===== config.mk =====
export PLATFORM = sky130hd
export DESIGN_NAME = wb_regfile
export DESIGN_NICKNAME = d
export VERILOG_FILES = /design/src/rtl/wb_regfile.sv
export SDC_FILE = /design/constraint.sdc
export NUM_CORES = 2
export LEC_CHECK = 0
export CORE_MARGIN = 4
export CORE_UTILIZATION = 56
export DETAILED_ROUTE_END_ITERATION = 6
export PLACE_DENSITY_LB_ADDON = 0.15
export SYNTH_ARGS = -nofsm -noshare
export SYNTH_HDL_FRONTEND = slang
export SYNTH_SLANG_ARGS = --single-unit

===== constraint.sdc =====
create_clock -name clk -period 9.2 [get_ports clk]
set_input_delay 1.84 -clock clk [delete_from_list [all_inputs] [get_ports clk]]
set_output_delay 1.84 -clock clk [all_outputs]
set_load 0.1 [all_outputs]

===== src/rtl/wb_regfile.sv =====
// Y86-64 SEQ write-back stage and architectural register file: decodes dstE/dstM,
// commits valE/valM on the clock edge, and serves two bypassable decode read ports.
module wb_regfile #(
    parameter int unsigned       DATA_W     = 64,
    parameter int unsigned       NREGS      = 15,
    parameter int unsigned       RSP_IDX    = 4,
    parameter logic [DATA_W-1:0] STACK_INIT = '0,
    parameter bit                BYPASS     = 1'b1,
    parameter int unsigned       CNT_W      = 32
) (
    input  logic              clk,
    input  logic              rst,
    input  logic              valid,
    input  logic [3:0]        icode,
    input  logic [3:0]        rA,
    input  logic [3:0]        rB,
    input  logic              cnd,
    input  logic [DATA_W-1:0] valE,
    input  logic [DATA_W-1:0] valM,
    input  logic [3:0]        srcA,
    input  logic [3:0]        srcB,
    output logic [DATA_W-1:0] rdataA,
    output logic [DATA_W-1:0] rdataB,
    output logic [3:0]        dstE,
    output logic [3:0]        dstM,
    output logic              halted,
    output logic [CNT_W-1:0]  retired
);

    typedef enum logic [3:0] {
        I_HALT  = 4'h0,
        I_NOP   = 4'h1,
        I_RRMOV = 4'h2,
        I_IRMOV = 4'h3,
        I_RMMOV = 4'h4,
        I_MRMOV = 4'h5,
        I_OPQ   = 4'h6,
        I_JXX   = 4'h7,
        I_CALL  = 4'h8,
        I_RET   = 4'h9,
        I_PUSH  = 4'hA,
        I_POP   = 4'hB
    } icode_e;

    localparam logic [3:0] RNONE = 4'hF;
    localparam logic [3:0] RSP   = 4'(RSP_IDX);

    logic              halted_q, halted_d;
    logic [CNT_W-1:0]  retired_q, retired_d;
    logic              commit;
    logic              we_e, we_m;
    logic [DATA_W-1:0] regs_rd [NREGS];

    function automatic logic idx_ok(input logic [3:0] idx);
        return (32'(idx) < NREGS) && (idx != RNONE);
    endfunction

    always_comb begin
        dstE = RNONE;
        dstM = RNONE;
        case (icode_e'(icode))
            I_RRMOV: dstE = cnd ? rB : RNONE;
            I_IRMOV,
            I_OPQ:   dstE = rB;
            I_CALL,
            I_RET,
            I_PUSH:  dstE = RSP;
            I_POP: begin
                dstE = RSP;
                dstM = rA;
            end
            I_MRMOV: dstM = rA;
            default: ;
        endcase
    end

    assign commit = valid & ~halted_q;
    assign we_e   = commit & idx_ok(dstE);
    assign we_m   = commit & idx_ok(dstM);

    // One storage element per register; the M port is checked first so it wins a dstE==dstM collision.
    for (genvar g = 0; g < NREGS; g++) begin : g_reg
        logic [DATA_W-1:0] reg_q, reg_d;

        always_comb begin
            reg_d = reg_q;
            if (we_m && dstM == 4'(g)) begin
                reg_d = valM;
            end else if (we_e && dstE == 4'(g)) begin
                reg_d = valE;
            end
        end

        always_ff @(posedge clk) begin
            if (rst) begin
                reg_q <= (g == RSP_IDX) ? STACK_INIT : '0;
            end else begin
                reg_q <= reg_d;
            end
        end

        assign regs_rd[g] = reg_q;
    end

    always_comb begin
        halted_d  = halted_q;
        retired_d = retired_q;
        if (commit) begin
            retired_d = retired_q + CNT_W'(1);
            if (icode == I_HALT) begin
                halted_d = 1'b1;
            end
        end
    end

    always_ff @(posedge clk) begin
        if (rst) begin
            halted_q  <= 1'b0;
            retired_q <= '0;
        end else begin
            halted_q  <= halted_d;
            retired_q <= retired_d;
        end
    end

    function automatic logic [DATA_W-1:0] read_port(
        input logic [3:0]        src,
        input logic              we_e_f,
        input logic              we_m_f,
        input logic [3:0]        dst_e,
        input logic [3:0]        dst_m,
        input logic [DATA_W-1:0] val_e,
        input logic [DATA_W-1:0] val_m,
        input logic [DATA_W-1:0] stored
    );
        logic [DATA_W-1:0] r;
        r = '0;
        if (idx_ok(src)) begin
            if (BYPASS && we_m_f && src == dst_m) begin
                r = val_m;
            end else if (BYPASS && we_e_f && src == dst_e) begin
                r = val_e;
            end else begin
                r = stored;
            end
        end
        return r;
    endfunction

    always_comb begin
        rdataA = '0;
        rdataB = '0;
        if (idx_ok(srcA)) begin
            rdataA = read_port(srcA, we_e, we_m, dstE, dstM, valE, valM, regs_rd[srcA]);
        end
        if (idx_ok(srcB)) begin
            rdataB = read_port(srcB, we_e, we_m, dstE, dstM, valE, valM, regs_rd[srcB]);
        end
    end

    assign halted  = halted_q;
    assign retired = retired_q;

endmodule


==> results.sh <==
export IMPL_rsz0062_at_grt="false"
export IMPL_start_util=0.564
export IMPL_antenna_found_initial=8
export IMPL_cts_setup_buffers=0
export IMPL_crit_path_max_fanout=64
export IMPL_yosys_area_top_type_share=0.319
export IMPL_slew_headroom=0.157
export IMPL_finalMaxSlewViolations=0
export IMPL_synth_seq_cells=993
export IMPL_max_clock_path_buffers=3
export IMPL_p_comb_frac=0.140
export IMPL_p_clk_frac=0.452
export IMPL_pin_count=321
export IMPL_setup_tns_ns=0
export IMPL_place_gp_congestion=0.835
export IMPL_cp_data_arrival_time_ns=6.18
export IMPL_final_core_util=0.624
export IMPL_grt_pass1_vias=52600
export IMPL_syn_num_nets=6806
export IMPL_setup_slack_ns=1.18
export IMPL_synthTopCellsByCount="mux2i_1 (1,252), nor2_1 (1,071), dfxtp_1 (993)"
export IMPL_fin_skew_ns=0.0232
export IMPL_finalCritPeriodShare=0.871
export IMPL_ys_top_cells_by_area="dfxtp_1 (32%), mux2i_1 (20%), mux4_2 (13%)"
export IMPL_dieArea_mm2=0.117
export IMPL_cts_buffers=111
export IMPL_ys_async_sr_fraction=0
export IMPL_multiInputGateArea_mm2=0.0388
export IMPL_cts_sinks=993
export IMPL_fp_dieH_um=342
export IMPL_worst_setup_path_end_kind="output port"
export IMPL_grt_max_degree=212
export IMPL_critPathKind="in2out"
export IMPL_syn_area_mm2=0.0624
export IMPL_vias=55400
export IMPL_clkTransAtPathRegs_ns=0.06
export IMPL_seqCellArea_mm2=0.0199
export IMPL_cts_hold_fix_buffers=0
export IMPL_hold_class="reg2reg"
export IMPL_coreArea_mm2=0.111
export IMPL_synth_seq_area_share=0.319
export IMPL_switching_power_mw=3.03
export IMPL_cts_max_level=3
export IMPL_clock_fmax_ghz=0.125
export IMPL_drc=0
export IMPL_synth_distinct_cells=61
export IMPL_p_per_area_mw_per_mm2=157
export IMPL_leakagePower_nw=26.7
export IMPL_grt_use_met2=0.570
export IMPL_timing_hold_violations_final=0
export IMPL_cts_root_buf="clkbuf_16"
export IMPL_busiest_layer="met2"
export IMPL_filler_cell_count=9160
export IMPL_finalCriticalPeriod_ns=8.02
export IMPL_grt_usage=0.378
export IMPL_overflow=0
export IMPL_cts_resized=0
export IMPL_viasPerCell=7.05
export IMPL_power_frac_seq=0.408
export IMPL_start_kind="input pin"
export IMPL_die_x_um=342
export IMPL_nets=6424
export IMPL_intPower_mw=7.82
export IMPL_yosys_area_top_type="dfxtp_1"
export IMPL_cts_tree="done"
export IMPL_outcome="finished clean"
export IMPL_wirelength_um=229000
export IMPL_yosysWarnings=0
export IMPL_grt_pass1_wl_um=341000
export IMPL_use_met3=0.0822
export IMPL_grt_util_met1=0.532
export IMPL_ant_nets=0
export IMPL_syn_to_final_growth_pct=10.6
export IMPL_syn_inst=6653
export IMPL_wl_per_cell_um=29.2
export IMPL_critPathRequiredTime_ns=7.36
export IMPL_worst_pin_slew_ns=1.26
export IMPL_synth_flop_cell="dfxtp_1"
export IMPL_postSynthAreaPerCell_um2=9.38
export IMPL_insertion_delay_ns=0.70
export IMPL_synth_edf_count=0
export IMPL_drive_gt1_frac=0.143
export IMPL_rows=122
export IMPL_dp_hpwl_um=124000
export IMPL_synth_most_common_cell="mux2i_1"
export IMPL_drtPass1Iterations=6
export IMPL_setup_violations=0
export IMPL_sw_frac_of_total=0.280
export IMPL_maxCapViolCount=0
export IMPL_place_ws_ns=1.38
export IMPL_first_iter_violations=7573
export IMPL_portBuffers=320
export IMPL_vdd_drop_max_v=0.000196
registers in the layout, indices dropped and copies added, names as in the netlist:
register	flops
g.reg_q	960
halted	1
retired	32
path summary, 6_finish.rpt:
check / startpoint / to / slack, ns / cells after the start
setup reg to reg: halted$_SDFFE_PP0P_ / g_reg[12].reg_q[36]$_SDFFE_PP0P_ / 5.22 / 8
hold / removal: g_reg[8].reg_q[61]$_SDFFE_PP0P_ / g_reg[8].reg_q[61]$_SDFFE_PP0P_ / 0.51 / 2
hold reg to reg: g_reg[8].reg_q[61]$_SDFFE_PP0P_ / g_reg[8].reg_q[61]$_SDFFE_PP0P_ / 0.51 / 2
setup / recovery: icode[3] / rdataB[31] / 1.18 / 9
worst max-delay path, stage by stage:
cell	delay, ns
clkdlybuf4s50_1	0.79
nor2_2	0.20
a2111oi_4	0.83
o41ai_1	0.25
nor4_2	0.42
buf_12	0.52
mux2i_1	0.15
o21ai_0	0.82
buf_12	0.27
per-stage QoR:
stage	total power, mW	cells	cell area [µm²]	hold WS, ns
floorplan	5.54	6653	62400	0.483
global placement	5.99	7646	65000	0.493
detailed placement	6.00	7646	65000	0.503
CTS	10.8	7855	69000	0.511
global route	11.1	7859	69000	0.526
finish	10.9	7861	69000	0.512
area by class of cell:
class,instances,share of cell area
clock buffer,168,0.0491
antenna,6,0.000218
inverter,13,0.000780
clock inverter,41,0.00907
timing repair buffer,436,0.0642
multi-input combinational,4716,0.562
sequential,993,0.288
tap,1488,0.0270
kinds of logic after synthesis:
logic type / Yosys count / share of synthesized area
multiplexers: 1669 / 0.341
AND/OR/NAND/NOR: 1513 / 0.0997
AO/OA/AOI/OAI: 1493 / 0.170
flip-flops: 993 / 0.319
buffers and inverters: 944 / 0.0648
XOR/XNOR: 40 / 0.00562
adder cells (fa/ha/maj): 1 / 0.000201
placed cells by master (no fill, tap or decap), types with 22 or more instances in the layout:
master           count
mux2i_1           1252
nor2_1            1070
dfxtp_1            993
a211oi_1           953
mux4_2             358
nand2_1            213
buf_4              193
clkdlybuf4s50_1    184
o21ai_0            147
a21oi_1            126
clkbuf_16          115
nand3_1             76
nor2b_1             66
a311oi_1            64
mux2_2              59
a221oi_1            58
o22ai_1             57
buf_12              52
a22oi_1             33
clkbuf_8            32
o21ai_1             24
nand4_1             22
clkbuf_1            22
per-layer routing:
layer  share of wire  up-vias  routed length [µm]
met2            0.43     3617               99100
li1                -    24100                   -
met4           0.043        8                9890
met1            0.40    27100               91300
met3            0.13      652               28900
met5         0.00026        -                  59
power by group through the flow:
stage               Combinational [mW]  Clock (mW)  Sequential (mW)
global placement                  1.48           0             4.52
floorplan                         1.03           0             4.51
global route                      1.57        5.09             4.43
detailed placement                1.48           0             4.52
finish                            1.52        4.90             4.43
CTS                               1.49        4.91             4.43
Note: power is estimated with default switching activity, not from simulation.
